[config.mk]
export PLATFORM = sky130hd
export DESIGN_NAME = gpio_bank
export DESIGN_NICKNAME = d
export VERILOG_FILES = /design/src/rtl/gpio_bank_pkg.sv /design/src/rtl/edge_sync.sv /design/src/rtl/gpio_bank.sv
export SDC_FILE = /design/constraint.sdc
export NUM_CORES = 1
export LEC_CHECK = 0
export CAP_MARGIN = 20
export CORE_MARGIN = 3
export CORE_UTILIZATION = 49
export DETAILED_ROUTE_END_ITERATION = 10
export PLACE_DENSITY = 0.81
export RECOVER_POWER = 50
export SLEW_MARGIN = 20
export SYNTH_ARGS = -nofsm -noshare
export SYNTH_HDL_FRONTEND = slang
export SYNTH_HIERARCHICAL = 1
export SYNTH_SLANG_ARGS = --single-unit
[constraint.sdc]
create_clock -name clk -period 2.4 [get_ports clk]
set_input_delay 0.36 -clock clk [delete_from_list [all_inputs] [get_ports clk]]
set_output_delay 0.36 -clock clk [all_outputs]
set_load 0.01 [all_outputs]
[src/rtl/gpio_bank_pkg.sv]
// Shared constants for the GPIO bank: register offsets, CTRL/STAT bit layout,
// default parameter values and the offset decoder.
package gpio_bank_pkg;

  localparam int unsigned DEF_GPIO_W   = 32;
  localparam int unsigned DEF_TMR_W    = 8;
  localparam int unsigned DEF_PRESCALE = 21;
  localparam int unsigned DEF_TMR_INIT = 32'h2F;
  localparam logic [11:0] DEF_BASE     = 12'h168;

  localparam logic [11:0] OFS_IN     = 12'h000;
  localparam logic [11:0] OFS_OUT    = 12'h004;
  localparam logic [11:0] OFS_CTRL   = 12'h008;
  localparam logic [11:0] OFS_RELOAD = 12'h00C;
  localparam logic [11:0] OFS_CHG    = 12'h010;
  localparam logic [11:0] OFS_CHGEN  = 12'h014;

  localparam int unsigned CTRL_INT_BIT = 0;
  localparam int unsigned CTRL_EN_BIT  = 1;
  localparam int unsigned CTRL_CNT_LSB = 8;

  typedef enum logic [2:0] {
    SEL_NONE,
    SEL_IN,
    SEL_OUT,
    SEL_CTRL,
    SEL_RELOAD,
    SEL_CHG,
    SEL_CHGEN
  } reg_sel_e;

  function automatic reg_sel_e decode_reg(input logic [11:0] off);
    case (off)
      OFS_IN:     return SEL_IN;
      OFS_OUT:    return SEL_OUT;
      OFS_CTRL:   return SEL_CTRL;
      OFS_RELOAD: return SEL_RELOAD;
      OFS_CHG:    return SEL_CHG;
      OFS_CHGEN:  return SEL_CHGEN;
      default:    return SEL_NONE;
    endcase
  endfunction

endpackage

[src/rtl/edge_sync.sv]
// Two-flop synchronizer with a third flop for edge detection; RISING selects
// rising-edge (1) or falling-edge (0) events.
module edge_sync #(
  parameter bit RISING = 1'b1
) (
  input  logic clk_i,
  input  logic rst_ni,
  input  logic async_i,
  output logic evt_o
);

  logic [2:0] sync_q;

  always_ff @(posedge clk_i or negedge rst_ni) begin
    if (!rst_ni) sync_q <= '0;
    else         sync_q <= {sync_q[1:0], async_i};
  end

  assign evt_o = RISING ? (sync_q[1] & ~sync_q[2]) : (~sync_q[1] & sync_q[2]);

endmodule

[src/rtl/gpio_bank.sv]
// GPIO bank with asynchronous strobe bus interface, input capture with change
// detection, and a prescaled reload interval timer driving a level interrupt.
module gpio_bank
  import gpio_bank_pkg::*;
#(
  parameter int unsigned GPIO_W   = DEF_GPIO_W,
  parameter int unsigned TMR_W    = DEF_TMR_W,
  parameter int unsigned PRESCALE = DEF_PRESCALE,
  parameter int unsigned TMR_INIT = DEF_TMR_INIT,
  parameter logic [11:0] BASE     = DEF_BASE
) (
  input  logic              clk,
  input  logic              n_reset,
  input  logic [15:0]       saddress,
  input  logic              srd,
  input  logic              swr,
  input  logic [31:0]       sdata_in,
  output logic [31:0]       sdata_out,
  input  logic [GPIO_W-1:0] gpio_in,
  input  logic              gpio_latch,
  output logic [GPIO_W-1:0] gpio_out,
  output logic              irq
);

  localparam int unsigned PW = $clog2(PRESCALE);

  logic rd_evt, wr_evt, latch_evt;

  edge_sync #(.RISING(1'b0)) u_srd   (.clk_i(clk), .rst_ni(n_reset), .async_i(srd),        .evt_o(rd_evt));
  edge_sync #(.RISING(1'b0)) u_swr   (.clk_i(clk), .rst_ni(n_reset), .async_i(swr),        .evt_o(wr_evt));
  edge_sync #(.RISING(1'b1)) u_latch (.clk_i(clk), .rst_ni(n_reset), .async_i(gpio_latch), .evt_o(latch_evt));

  logic [GPIO_W-1:0] in_q, in_d, out_q, out_d, chg_q, chg_d, chgen_q, chgen_d;
  logic [TMR_W-1:0]  cnt_q, cnt_d, reload_q, reload_d;
  logic [PW-1:0]     presc_q, presc_d;
  logic              int_q, int_d, en_q, en_d, irq_q, irq_d;
  logic [31:0]       sdata_q, sdata_d, rdata;
  logic              tick, ctrl_clr;
  reg_sel_e          sel;
  logic              unused_addr;

  assign unused_addr = ^saddress[15:12];
  assign sel      = decode_reg(saddress[11:0] - BASE);
  assign tick     = en_q && (presc_q == PW'(PRESCALE - 1));
  assign ctrl_clr = wr_evt && (sel == SEL_CTRL) && sdata_in[CTRL_INT_BIT];

  always_comb begin
    in_d     = in_q;
    out_d    = out_q;
    chg_d    = chg_q;
    chgen_d  = chgen_q;
    reload_d = reload_q;
    en_d     = en_q;
    int_d    = int_q;
    cnt_d    = cnt_q;
    presc_d  = presc_q;

    if (wr_evt) begin
      case (sel)
        SEL_OUT:    out_d    = sdata_in[GPIO_W-1:0];
        SEL_CHGEN:  chgen_d  = sdata_in[GPIO_W-1:0];
        SEL_RELOAD: reload_d = sdata_in[TMR_W-1:0];
        SEL_CHG:    chg_d    = chg_q & ~sdata_in[GPIO_W-1:0];
        SEL_CTRL:   en_d     = sdata_in[CTRL_EN_BIT];
        default: ;
      endcase
    end

    // Newly detected changes are ORed in after the W1C so a coincident set wins.
    if (latch_evt) begin
      in_d  = gpio_in;
      chg_d = chg_d | (gpio_in ^ in_q);
    end

    // A clear from CTRL overrides any tick landing on the same edge.
    if (ctrl_clr) begin
      int_d   = 1'b0;
      cnt_d   = reload_q;
      presc_d = '0;
    end else if (en_q) begin
      presc_d = tick ? '0 : presc_q + PW'(1);
      if (tick) begin
        if (cnt_q == '0) begin
          cnt_d = reload_q;
          int_d = 1'b1;
        end else begin
          cnt_d = cnt_q - TMR_W'(1);
        end
      end
    end
  end

  // Read data is taken from next-state values so a coincident write reads back.
  always_comb begin
    rdata = '0;
    case (sel)
      SEL_IN:     rdata[GPIO_W-1:0] = in_d;
      SEL_OUT:    rdata[GPIO_W-1:0] = out_d;
      SEL_CHG:    rdata[GPIO_W-1:0] = chg_d;
      SEL_CHGEN:  rdata[GPIO_W-1:0] = chgen_d;
      SEL_RELOAD: rdata[TMR_W-1:0]  = reload_d;
      SEL_CTRL: begin
        rdata[CTRL_INT_BIT]            = int_d;
        rdata[CTRL_EN_BIT]             = en_d;
        rdata[CTRL_CNT_LSB +: TMR_W]   = cnt_d;
      end
      default: ;
    endcase
  end

  assign sdata_d = rd_evt ? rdata : sdata_q;
  assign irq_d   = int_q | (|(chg_q & chgen_q));

  always_ff @(posedge clk or negedge n_reset) begin
    if (!n_reset) begin
      in_q     <= '0;
      out_q    <= '0;
      chg_q    <= '0;
      chgen_q  <= '0;
      reload_q <= TMR_W'(TMR_INIT);
      cnt_q    <= TMR_W'(TMR_INIT);
      presc_q  <= '0;
      en_q     <= 1'b1;
      int_q    <= 1'b0;
      irq_q    <= 1'b0;
      sdata_q  <= '0;
    end else begin
      in_q     <= in_d;
      out_q    <= out_d;
      chg_q    <= chg_d;
      chgen_q  <= chgen_d;
      reload_q <= reload_d;
      cnt_q    <= cnt_d;
      presc_q  <= presc_d;
      en_q     <= en_d;
      int_q    <= int_d;
      irq_q    <= irq_d;
      sdata_q  <= sdata_d;
    end
  end

  assign sdata_out = sdata_q;
  assign gpio_out  = out_q;
  assign irq       = irq_q;

endmodule

==> impl_results.md <==
* Input/output buffers at 145
* Outcome: finished with violations
* Unrepaired setup endpoints after global routing: yes
* Vias at 8558
* Final hold slack at 350 ps
* Synth Area in Compound Gates at 15.7%
* Final worst path period need at 2350 ps
* Antenna violations before repair at 1
* Primary FF master, synth: dfrtp_1
* Largest family of logic cells by synthesized area: compound AO/OA/AOI/OAI gates
* Number of max-cap violations at 1
* Internal power at 5.29 mW
* GPL Wtd Cong at 0.905
* Syn-to-layout area delta at 36.3%
* Mapped Area at 9610 um2
* First-pass GRT wire length at 48100 um
* Sequential share of the synthesized area at 50.4%
* Nets at 1207
* Sink Count at 193
* Synthesized netlist cell count at 869
* Kind of critical path: flip-flop to flip-flop
* Final cell area excluding filler cells at 13100 um2
* Synth area leader: dfrtp_1
* Clock buffer count from CTS at 17
* Share of cells above drive strength 1 at 28.1%
* Net Count, Synth at 959
* CP Capture Type: flip-flop
* FF+latch count, synth at 193
* Max_slew headroom at -19.8%
* Starting Density at 50.7%
* H-tree Lvls at 4
* Clock Latency Late Sink at 440 ps
* Post-Synth Simple-Gate Area at 12.8%
* Critical Path RT at 2720 ps
* Die Area at 21300 um2
* Adder-cell share of the synthesized area at 0.651%
* Async set-reset flop share out of synthesis at 100%
* WP data arrival at 2670 ps
* Fmax at 425 MHz
* 1st-iter DRT viols at 868
* Height of the die at 146 um
* Mux contribution to synthesized area at 14.6%
* Post-synth cell types at 59
* Overflow after GRT at 0
* Syn avg cell area at 11.1 um2
* Post-synth top area share at 47.4%
* Hold Violations, Final at 0
* Critical Path Source Type: flip-flop
* Worst-case clock buffer depth at 2
* Final ANT Viol Nets at 0
* EDFF count, synth at 0
* Switch Pwr at 1.77 mW
* Final Setup Violations at 0
* Max FO, Critical Path at 9
* Core area at 19000 um2
* Leakage at 5.49 nW
* Die width at 146 um
* Clock power frac at 38.8%
* First drt pass iteration count at 6
* CTS tree: built
* Final WL at 30400 um
* Clock Skew at 8.05 ps
* Worst VDD drop at 0.531 mV
* # IOs at 150
* XOR/XNOR Fraction of Synth Area at 3.19%
* Slew Limit Fails at 79
* Wire per inst at 21.9 um
* CTS clk-pin slew, worst paths at 70 ps
* Vias per inst at 6.16
* Placed cell area at 12300 um2
* Number of global-route vias before repair at 8733
* DRC viols at 0
* Total power divided by cell area at 539 nW/um2
* CTS Root Cell: clkbuf_16
* Post-DP HPWL at 21700 um
* Worst slew pin tran at 1800 ps
* # diodes at 0
* Ys Warns at 6
* Fill count at 1350
* Largest net degree at the start of global routing at 79
* Sw frac at 25.1%
* Area contributors post-synth: dfrtp_1, mux2_2, nand2_1
* Failing checks: capacitance limit, slew limit
* Comb power frac at 12.0%
* GRT Resource Usage Total at 28.5%
* Period utilisation layout at 97.9%
* Seq pwr share at 49.3%
* Num rows at 50
* Worst Hold Class: flip-flop to flip-flop
## registers in the layout, summed over array words and instances, names as in the netlist
name and count:
gpio_out 32, cnt_q 8, reload_q 8, u_latch/sync_q 3, u_swr/sync_q 3, chgen_q 32, int_q 1, presc_q 5
sdata_out 32, en_q 1, in_q 32, irq 1, u_srd/sync_q 3, chg_q 32
## area by class of cell
class                           instances  area (um2)  share of cell area [%]
Sequential cell                       193        4840                    37.0
Multi-Input combinational cell        615        4680                    35.8
Timing Repair Buffer                  276        2610                    19.9
Clock buffer                           26         519                    3.97
Tap cell                              260         325                    2.48
Inverter                               14        72.6                   0.554
Clock inverter                          6        45.0                   0.344
## cells in the mapped netlist, types with 3 or more instances
cell type	instances
inv_1	14
xor2_1	35
nand3_1	29
nor4_4	4
nor2_1	43
a222oi_1	18
nand4_1	12
a31oi_1	9
a22oi_1	7
nor3_1	16
mux2_2	113
o21ai_0	33
ha_1	5
dfrtp_1	182
nand2_1	98
o221ai_1	4
a221oi_1	14
buf_2	13
nand2b_1	3
a21oi_1	42
o2bb2ai_1	3
a22o_1	41
o21a_1	3
nor2b_4	3
dfstp_2	11
or3_1	3
a221o_1	4
mux2i_1	13
a21boi_0	3
o22ai_1	5
and2_1	4
a211oi_1	3
nor3b_1	3
nor2b_1	12
clkbuf_1	32
## power groups by stage
stage                     logic (mW)  registers, mW  clock network (mW)
after global routing           0.909           3.49                2.90
final                          0.844           3.48                2.74
after global placement         0.813           3.53                   0
after detailed placement       0.830           3.53                   0
after floorplan                0.340           3.53                   0
after CTS                      0.845           3.48                2.75
## final timing paths
check,start,endpoint,slack (ps),depth (start not counted)
max,u_swr/sync_q[1],sdata_out[25],50,11
min,u_swr/sync_q[0],u_swr/sync_q[1],350,0
max reg2reg,u_swr/sync_q[1],sdata_out[25],50,11
min reg2reg,u_swr/sync_q[0],u_swr/sync_q[1],350,0
max in group asynchronous,n_reset,chgen_q[10],270,3
min in group asynchronous,n_reset,in_q[24],920,2
## what timing repair did
item,4_1_cts,5_1_grt
hold buffers,1,0
buffers inserted,10,2
gates resized for setup,37,27
pin swaps,20,14
setup endpoints to repair,125,69
hold endpoints to repair,61,0
## critical path: stages, from the launching register on
cell      delay [ps]
dfrtp_1          400
nor2b_4          160
buf_4            230
inv_1             70
nand2_1          210
nor4_4            60
buf_4            160
buf_12           130
a222oi_1         440
nand3_1          170
a21oi_2          130
nor2_1            60
## metrics by stage
stage | cells | power (mW) | setup TNS [ps] | setup slack [ps] | utilization (%)
floorplan | 869 | 3.87 | -219 | -134 | -
global placement | 1347 | 4.34 | -89960 | -907 | 64.9
detailed placement | 1347 | 4.36 | -99040 | -924 | 64.9
CTS | 1389 | 7.07 | 0 | 11.8 | 68.9
global route | 1390 | 7.30 | -181 | -47.2 | 69.1
finish | 1390 | 7.06 | 0 | 49.2 | 69.1
## metal layers
| layer | global-route usage [%] | share of wire (%) |
|---|---|---|
| met3 | 7.32 | 8.7 |
| met1 | 37.7 | 41 |
| met2 | 45.2 | 47 |
| met4 | 11.7 | 3.7 |
| met5 | 0 | 0.026 |
## cells in the final DEF (no fill, tap or decap), types with 5 or more instances in the layout
cell type        instances
buf_4                  109
nand4_1                 12
clkbuf_8                 6
clkdlybuf4s50_1        133
nor2_1                  40
o22ai_1                  5
dfrtp_1                182
mux2_1                  12
nor3_1                  13
dfstp_2                 11
o21ai_0                 28
o21ai_1                  6
a21oi_2                  6
mux2i_1                 12
nor4_4                   6
nand3_1                 26
a22oi_1                  7
a31oi_1                  8
a221oi_1                14
a21oi_1                 36
clkbuf_16               17
mux2_2                 100
nand2_1                 97
xor2_1                  35
inv_1                   12
buf_6                    9
a22o_1                  41
a222oi_1                18
buf_12                  12
nor2b_1                 12
## cells by family after synthesis
| logic type | Yosys count |
|---|---|
| DFF | 193 |
| xor gates and xnor gates | 35 |
| AOI/OAI and AO/OA | 206 |
| buffers and inverters | 61 |
| adders and majority gates | 5 |
| muxes | 126 |
| and+or+nand+nor | 243 |
(Power assumes the default switching activity.)
